==> src/rtl/mem_access_unit.sv <==
// mem_access_unit: ME-stage load/store engine.
// Converts the ME-stage memory control bits into one request/acknowledge
// transaction on the data-memory port. It stalls the pipeline while that
// transaction is outstanding and formats load data for the ME/WB register.
//
// Memory handshake: dm_req rises with dm_we/dm_addr/dm_wdata/dm_wstrb already
// valid, and all of them stay frozen until the cycle in which dm_ack is sampled
// high. dm_ack is a single-cycle pulse, and dm_rdata is only meaningful in that
// same cycle. An ack seen while no request is pending is ignored.
module mem_access_unit #(
   parameter int unsigned TIMEOUT = 16
) (
   input  logic        clk,
   input  logic        rst,
   input  logic        me_valid,
   input  logic        me_memRead,
   input  logic        me_memWrite,
   input  logic [1:0]  me_memSize,
   input  logic        me_memSigned,
   input  logic [31:0] me_addr,
   input  logic [31:0] me_storeData,
   input  logic        me_writeRegIn,
   output logic        dm_req,
   output logic        dm_we,
   output logic [29:0] dm_addr,
   output logic [31:0] dm_wdata,
   output logic [3:0]  dm_wstrb,
   input  logic        dm_ack,
   input  logic [31:0] dm_rdata,
   output logic [31:0] me_outMem,
   output logic        me_writeReg,
   output logic        stall,
   output logic        me_misalign,
   output logic        me_busErr,
   output logic [1:0]  dbg_state
);

   localparam logic [1:0] S_IDLE = 2'd0;
   localparam logic [1:0] S_WAIT = 2'd1;
   localparam logic [1:0] S_DONE = 2'd2;
   localparam logic [7:0] CNT_LAST = 8'(TIMEOUT - 1);

   logic [1:0]  state_q, state_d;
   logic        req_q, req_d;
   logic        we_q, we_d;
   logic [29:0] addr_q, addr_d;
   logic [31:0] wdata_q, wdata_d;
   logic [3:0]  wstrb_q, wstrb_d;
   logic [31:0] out_q, out_d;
   logic        bus_err_q, bus_err_d;
   logic [7:0]  cnt_q, cnt_d;

   logic        access, aligned;
   logic [31:0] st_wdata;
   logic [3:0]  st_wstrb;
   logic [31:0] ld_data;
   logic [7:0]  ld_byte;
   logic [15:0] ld_half;

   // Decode the access, and build the store lanes and the load-extract value.
   always_comb begin
      access  = me_valid & (me_memRead | me_memWrite);
      aligned = 1'b1;
      st_wdata = me_storeData;
      st_wstrb = 4'b1111;
      ld_data  = dm_rdata;
      ld_byte  = 8'h00;
      ld_half  = 16'h0000;
      case (me_addr[1:0])
         2'd0:    ld_byte = dm_rdata[7:0];
         2'd1:    ld_byte = dm_rdata[15:8];
         2'd2:    ld_byte = dm_rdata[23:16];
         default: ld_byte = dm_rdata[31:24];
      endcase
      ld_half = me_addr[1] ? dm_rdata[31:16] : dm_rdata[15:0];
      case (me_memSize)
         2'b00: begin
            st_wdata = {4{me_storeData[7:0]}};
            st_wstrb = 4'b0001 << me_addr[1:0];
            ld_data  = {{24{me_memSigned & ld_byte[7]}}, ld_byte};
         end
         2'b01: begin
            aligned  = ~me_addr[0];
            st_wdata = {2{me_storeData[15:0]}};
            st_wstrb = 4'b0011 << me_addr[1:0];
            ld_data  = {{16{me_memSigned & ld_half[15]}}, ld_half};
         end
         default: begin
            aligned = (me_addr[1:0] == 2'b00);
         end
      endcase
   end

   // Transaction FSM: launch from IDLE, hold in WAIT until ack or timeout,
   // then release the pipeline for one cycle in DONE.
   always_comb begin
      state_d   = state_q;
      req_d     = req_q;
      we_d      = we_q;
      addr_d    = addr_q;
      wdata_d   = wdata_q;
      wstrb_d   = wstrb_q;
      out_d     = out_q;
      bus_err_d = bus_err_q;
      cnt_d     = cnt_q;
      stall     = 1'b0;
      case (state_q)
         S_IDLE: begin
            if (access & aligned) begin
               state_d = S_WAIT;
               req_d   = 1'b1;
               we_d    = me_memWrite;
               addr_d  = me_addr[31:2];
               wdata_d = st_wdata;
               wstrb_d = st_wstrb;
               cnt_d   = 8'd0;
               stall   = 1'b1;
            end
         end
         S_WAIT: begin
            stall = 1'b1;
            if (dm_ack) begin
               state_d = S_DONE;
               req_d   = 1'b0;
               cnt_d   = 8'd0;
               if (!we_q) out_d = ld_data;
            end else if (cnt_q == CNT_LAST) begin
               state_d   = S_DONE;
               req_d     = 1'b0;
               bus_err_d = 1'b1;
               out_d     = 32'h0;
               cnt_d     = 8'd0;
            end else begin
               cnt_d = cnt_q + 8'd1;
            end
         end
         S_DONE: begin
            state_d   = S_IDLE;
            bus_err_d = 1'b0;
         end
         default: begin
            state_d = S_IDLE;
            req_d   = 1'b0;
         end
      endcase
   end

   // State and memory-port registers, asynchronously cleared.
   always_ff @(posedge clk or negedge rst) begin
      if (!rst) begin
         state_q   <= S_IDLE;
         req_q     <= 1'b0;
         we_q      <= 1'b0;
         addr_q    <= 30'h0;
         wdata_q   <= 32'h0;
         wstrb_q   <= 4'h0;
         out_q     <= 32'h0;
         bus_err_q <= 1'b0;
         cnt_q     <= 8'd0;
      end else begin
         state_q   <= state_d;
         req_q     <= req_d;
         we_q      <= we_d;
         addr_q    <= addr_d;
         wdata_q   <= wdata_d;
         wstrb_q   <= wstrb_d;
         out_q     <= out_d;
         bus_err_q <= bus_err_d;
         cnt_q     <= cnt_d;
      end
   end

   // Output mapping; a faulting instruction must never write its register.
   always_comb begin
      dm_req      = req_q;
      dm_we       = we_q;
      dm_addr     = addr_q;
      dm_wdata    = wdata_q;
      dm_wstrb    = wstrb_q;
      me_outMem   = out_q;
      me_busErr   = bus_err_q;
      dbg_state   = state_q;
      me_misalign = access & ~aligned;
      me_writeReg = me_writeRegIn & ~me_misalign &
                    ~((state_q == S_DONE) & bus_err_q);
   end

endmodule

==> config.mk <==
export PLATFORM = sky130hd
export DESIGN_NAME = mem_access_unit
export DESIGN_NICKNAME = d
export VERILOG_FILES = /design/src/rtl/mem_access_unit.sv
export SDC_FILE = /design/constraint.sdc
export NUM_CORES = 1
export LEC_CHECK = 0
export BUFFER_PORTS_ARGS = -buffer_cell sky130_fd_sc_hd__buf_2
export CELL_PAD_IN_SITES_DETAIL_PLACEMENT = 2
export CELL_PAD_IN_SITES_GLOBAL_PLACEMENT = 2
export CORE_ASPECT_RATIO = 0.5
export CORE_UTILIZATION = 29
export CTS_CLUSTER_SIZE = 16
export DETAILED_ROUTE_END_ITERATION = 6
export PLACE_DENSITY_LB_ADDON = 0.1
export SLEW_MARGIN = 15
export SYNTH_ARGS = -nofsm -noshare
export SYNTH_HDL_FRONTEND = slang
export SYNTH_SLANG_ARGS = --single-unit
==> constraint.sdc <==
create_clock -name clk -period 2.3 [get_ports clk]
set_clock_uncertainty 0.1 [all_clocks]
set_input_delay 0.115 -clock clk [delete_from_list [all_inputs] [get_ports clk]]
set_output_delay 0.115 -clock clk [all_outputs]
set_load 0.01 [all_outputs]
## Yosys cells after proc, flatten, opt, wreduce, memory -nomap -nowiden

Index checks and enable logic that the tools add are counted.
Widths: inputs -> output; s select.

| word-level totals | value |
|---|---|
| bits of input ports | 106 |
| word-level logic and storage cells | 75 |
| flip-flop bits (word level) | 111 |
| output and inout port bits | 106 |

| operators by class | value |
|---|---|
| equal/unequal tests | 11 |
| add/subtract/negate cells | 1 |
| bitwise logic cells | 14 |
| multiplexer cells | 26 |
| reduce and logical (&&, ||, !) cells | 12 |
| shifts and indexed selects | 2 |

Operator list:

| kind | number |
|---|---|
| $pmux 32 s2 | 2 |
| $mux 32 | 3 |
| $mux 8 | 3 |
| $pmux 8 s3 | 1 |
| $mux 16 | 1 |
| $pmux 8 s2 | 1 |
| $reduce_and 3->1 | 3 |
| $add 8x1->8 const B | 1 |
| $and 1x1->1 | 8 |
| $eq 8x4->1 const B | 1 |
| $ne 2x2->1 const B | 4 |
| $pmux 4 s2 | 1 |
| $eq 2x1->1 const B | 3 |
| $logic_not 2->1 | 3 |
| $mux 1 | 6 |
| $mux 2 | 3 |
| $pmux 1 s2 | 3 |
| $reduce_and 2->1 | 3 |
| $reduce_bool 2->1 | 3 |
| $not 1->1 | 5 |
| $eq 2x2->1 const B | 2 |
| $pmux 2 s2 | 1 |
| $shl 1x2->4 const A | 1 |
| $shl 2x2->4 const A | 1 |
| 3 further kinds | 3 |

## Longest topological paths before layout

| logic depth | value |
|---|---|
| word-level depth | 7 |
| mapped depth | 7 |
| mapped depth without buffers | 5 |

## Worst setup path after synthesis

OpenSTA, ideal clock, no wires.

| timing | value |
|---|---|
| kind | reg2reg |
| from | register cnt_q[4] |
| to | register out_q[25] (netlist: me_outMem[25]) |
| path buffers | 1 |
| stages on the path, launching flop included | 6 |
| required time | 2074 ps |
| setup time | 126 ps |
| period minus slack after synthesis | 1882 ps |
| data arrival time | 1656 ps |
| setup slack | 418 ps |
| cells stage by stage | dfrtp_1 or4_4 nor2_4 a21oi_2 buf_6 a221o_1 |

| between the ends | value |
|---|---|
| longest elaborated chain between the ends | 3 |

Ends and longest elaborated chain:

| what | line | text |
|---|---|---|
| start: declaration | 51 | `logic [7:0] cnt_q, cnt_d;` |
| start signal: assignment | 169 | `cnt_q <= cnt_d;` |
| $eq 8x4->1 | 127 | `end else if (cnt_q == CNT_LAST) begin` |
| $reduce_bool 2->1 (no line) | - |  |
| $reduce_and 3->1 (no line) | - |  |
| end signal: assignment | 167 | `out_q <= out_d;` |
| end: declaration | 49 | `logic [31:0] out_q, out_d;` |

No other way between the ends.
A chain may end at the register's enable or synchronous reset.

## Worst setup path after layout

| timing | value |
|---|---|
| from | input dm_ack |
| to | register out_q[22] (netlist: me_outMem[22]) |

| between the ends | value |
|---|---|
| longest elaborated chain between the ends | 2 |
| elaborated cells between the ends (all ways) | 4 |
| those cells by class | 1 x eq/ne; 1 x mux; 2 x reduce/logical |

Ends and longest elaborated chain:

| what | line | text |
|---|---|---|
| start: declaration | 28 | `input logic dm_ack,` |
| $ne 2x2->1 (no line) / $reduce_bool 2->1 (equally long branches) | - |  |
| $reduce_and 3->1 (no line) | - |  |

Several ways; a longest one is shown, not always the timed one.

==> results by group <==
Timing
  – Slew @ Worst Pin: around 840 ps
  – Slew Limit Fails: 0
  – Fin crit share: between 90% and 100%
  – Final worst setup slack: roughly 200 ps
  – Min Tclk post-route: ~2100 ps
  – Slew HR: 43.8%
  – Final-report setup violation count: 0
  – Fmax: around 480 MHz
  – RSZ-0062 raised after global routing: false
  – Final hold violations: 0
  – TNS Setup: 0 ps

Placed design
  – Dpl hpwl: roughly 13000 microns
  – IO buf count: ~210
  – Inst Count DP: a little under 900
  – GPL Wtd Cong: approximately 0.72
  – Placement Setup Slack: between 40 and 50 ps

Floorplan
  – Die X-Extent: between 150 and 200 microns
  – I/O pins: around 210
  – Initial core utilization: between 20 and 30%
  – # rows: 34
  – Die H: 96.6 microns
  – Die ar.: approximately 18000 sq um
  – Core Region: approximately 17000 sq um

Clocking
  – Clock Latency Late Sink: between 300 and 400 ps
  – CTS Buf Count: 9
  – H-tree levels: 3
  – CTS sink count: 111
  – Clk Tree Root Cell: clkbuf_16
  – CTS tree: yes
  – Worst-path clk slew: 70 ps
  – CTS Buffer Depth: 2
  – Setup bufs post-CTS: 0

Min path
  – Hold Path Depth: 3
  – Hold Path Class: in2reg
  – Hold Path Origin: dm_rdata[10]

Critical path
  – Register-to-Register Path Depth: 5
  – Critical Path Start: dm_ack
  – WS Path Type: in2reg
  – CP Max Fanout: 17
  – Worst setup EP type: register
  – Crit-path cells: dlygate4sd3_1 -> buf_2 -> inv_1 -> nor3_4 -> buf_4 -> and4_1 -> a221o_1
  – CP top delay family: buffers and inverters
  – CP Buf/Inv Count: 4
  – WP data arrival: 2280 ps
  – RR Startpoint: dbg_state[1]
  – CP Depth: 7
  – CP Data Required Time: around 2500 ps
  – CP max stage delay: roughly 600 ps
  – Startpoint types: input port
  – Slowest-stage cell, CP: and4_1

Global routing
  – GRT Total Usage: a little over a fifth
  – Initial antenna violation count: 0
  – Vias in the first global route: around 5400
  – Grt total ovfl: 0
  – First-pass GRT wire length: slightly above 30000 microns
  – Largest net degree at the start of global routing: between 70 and 80

Final layout
  – Register area: 2780 sq um
  – Final Non-Filler Cells: 996
  – Diode count: 0
  – Layout cells sized above 1: between 30% and 40%
  – Syn-to-layout area delta: 50.0%
  – Area of the multi-input gates: ~2300 sq um
  – Nets@finish: between 800 and 900
  – Fill count: approximately 1900

Yosys
  – Cell variety after synth: 51
  – Synthesis-stage register bit count: between 100 and 150
  – Avg Inst Size Synth: ~11 sq um
  – Mapped Nets: around 560
  – EDFF count, synth: 0
  – Seq/Total Area, Yosys: a little over half
  – Synth warn: 0
  – Ys flop type: dfrtp_1
  – Ys async rst share: 100%
  – Count of mapped cells out of synthesis: about 460
  – Area of the mapped netlist: 5190 sq um

Drt
  – Routed via count: around 5000
  – Vias/cell: around 4.9
  – Final antenna-violating net count: 0
  – Average routed wire per standard cell: 19.4 microns
  – Drt drc: 0
  – Initial DRC count: roughly 110
  – Final wirelength: between 15000 and 20000 microns
  – Pre-antenna DRT Iters: 4

Power and ir drop
  – Max VDD drop: roughly 0.38 mV
  – Leak: 3.77 nW
  – Power Total: around 7.0 mW
  – Pwr dens: about 900 nW/um^2

Run
  – Max cap viols: 0

Status
  – Status: finished, final reports clean
-- routing by layer --
layer	vias to the layer above	wire (microns)	global-route usage (%)
met3	23	1060	5.70
met1	2473	8510	26.8
li1	2279	-	-
met2	131	9460	37.7
met5	-	0	0
met4	0	265	4.70
-- state kept, by name (all words and copies together) (netlist names) --
signal     count
me_busErr      1
dm_wstrb       4
dbg_state      2
dm_wdata      32
cnt_q          8
dm_req         1
dm_addr       30
dm_we          1
me_outMem     32
-- stage by stage --
| step | util, % | cell area, sq um | hold slack, ps |
|---|---|---|---|
| finish | 44.6 | 7790 | 7.11 |
| global route | 44.6 | 7790 | 38.6 |
| CTS | 44.6 | 7780 | 2.34 |
| detailed placement | 37.7 | 6570 | 72.2 |
| global placement | 37.7 | 6570 | 73.8 |
| floorplan | - | 5190 | -281 |
-- Yosys cell counts, types with 9 or more instances --
cell type / number / area, sq um
nor2_1: 20 / 75.1
o21ai_0: 50 / 250
nand2_1: 38 / 143
dfrtp_1: 111 / 2780
o2bb2ai_1: 15 / 131
or3_1: 9 / 56.3
a21oi_1: 25 / 125
buf_2: 9 / 45.0
a221o_1: 16 / 160
mux2i_1: 27 / 270
clkbuf_1: 19 / 71.3
mux2_2: 46 / 518
-- final cells by class --
class / instances / share of cell area, %
Multi-Input combinational cell: 307 / 29.0
Sequential cell: 111 / 35.7
Tap cell: 234 / 3.76
Inverter: 7 / 0.337
Timing Repair Buffer: 321 / 27.4
Clock buffer: 12 / 3.42
Clock inverter: 4 / 0.354
-- cell families after synthesis --
| group | after synthesis | share of synthesized area, % |
|---|---|---|
| AOI/OAI and AO/OA | 135 | 17.3 |
| DFF | 111 | 53.5 |
| and+or+nand+nor | 96 | 9.81 |
| muxes | 74 | 15.6 |
| buffers and inverters | 39 | 3.33 |
| xor gates and xnor gates | 1 | 0.169 |
| adders and majority gates | 1 | 0.241 |
-- power breakdown --
part / switching [mW] / internal [mW]
Sequential: 0.414 / 2.62
Clock: 0.758 / 0.829
Combinational: 1.21 / 1.18
-- repair_timing --
action	4_1_cts	5_1_grt
endpoints found under the setup margin	0	12
endpoints found under the hold margin	129	0
gates resized for setup	0	1
hold buffers	91	0
-- worst register-to-register path: stages, from the launching register on --
cell	delay, ps
dfrtp_1	420
nand2b_1	200
nor3_4	190
buf_4	260
and4_1	610
a221o_1	240
-- path summary, 6_finish.rpt --
path | to | slack [ps]
min in group asynchronous | me_outMem[2] | 210
worst min register to register | dm_wdata[11] | 380
max in group asynchronous | dm_wdata[3] | 1180
worst max register to register | me_outMem[22] | 210
worst min-delay path | me_outMem[10] | 7
worst max-delay path | me_outMem[22] | 200
-- cell usage in the layout (no fill, tap or decap), types with 7 or more instances in the layout --
cell             n
mux2_2          46
nor2_1          20
buf_2          210
inv_1            7
o21ai_0         50
buf_4           18
dfrtp_1        111
or3_1            9
nand2_1         38
dlygate4sd3_1   91
clkbuf_16        9
o2bb2ai_1       15
a21oi_1         25
a211o_1          8
mux2i_1         27
a221o_1         16
No activity file was read; power rests on OpenSTA's default activity.
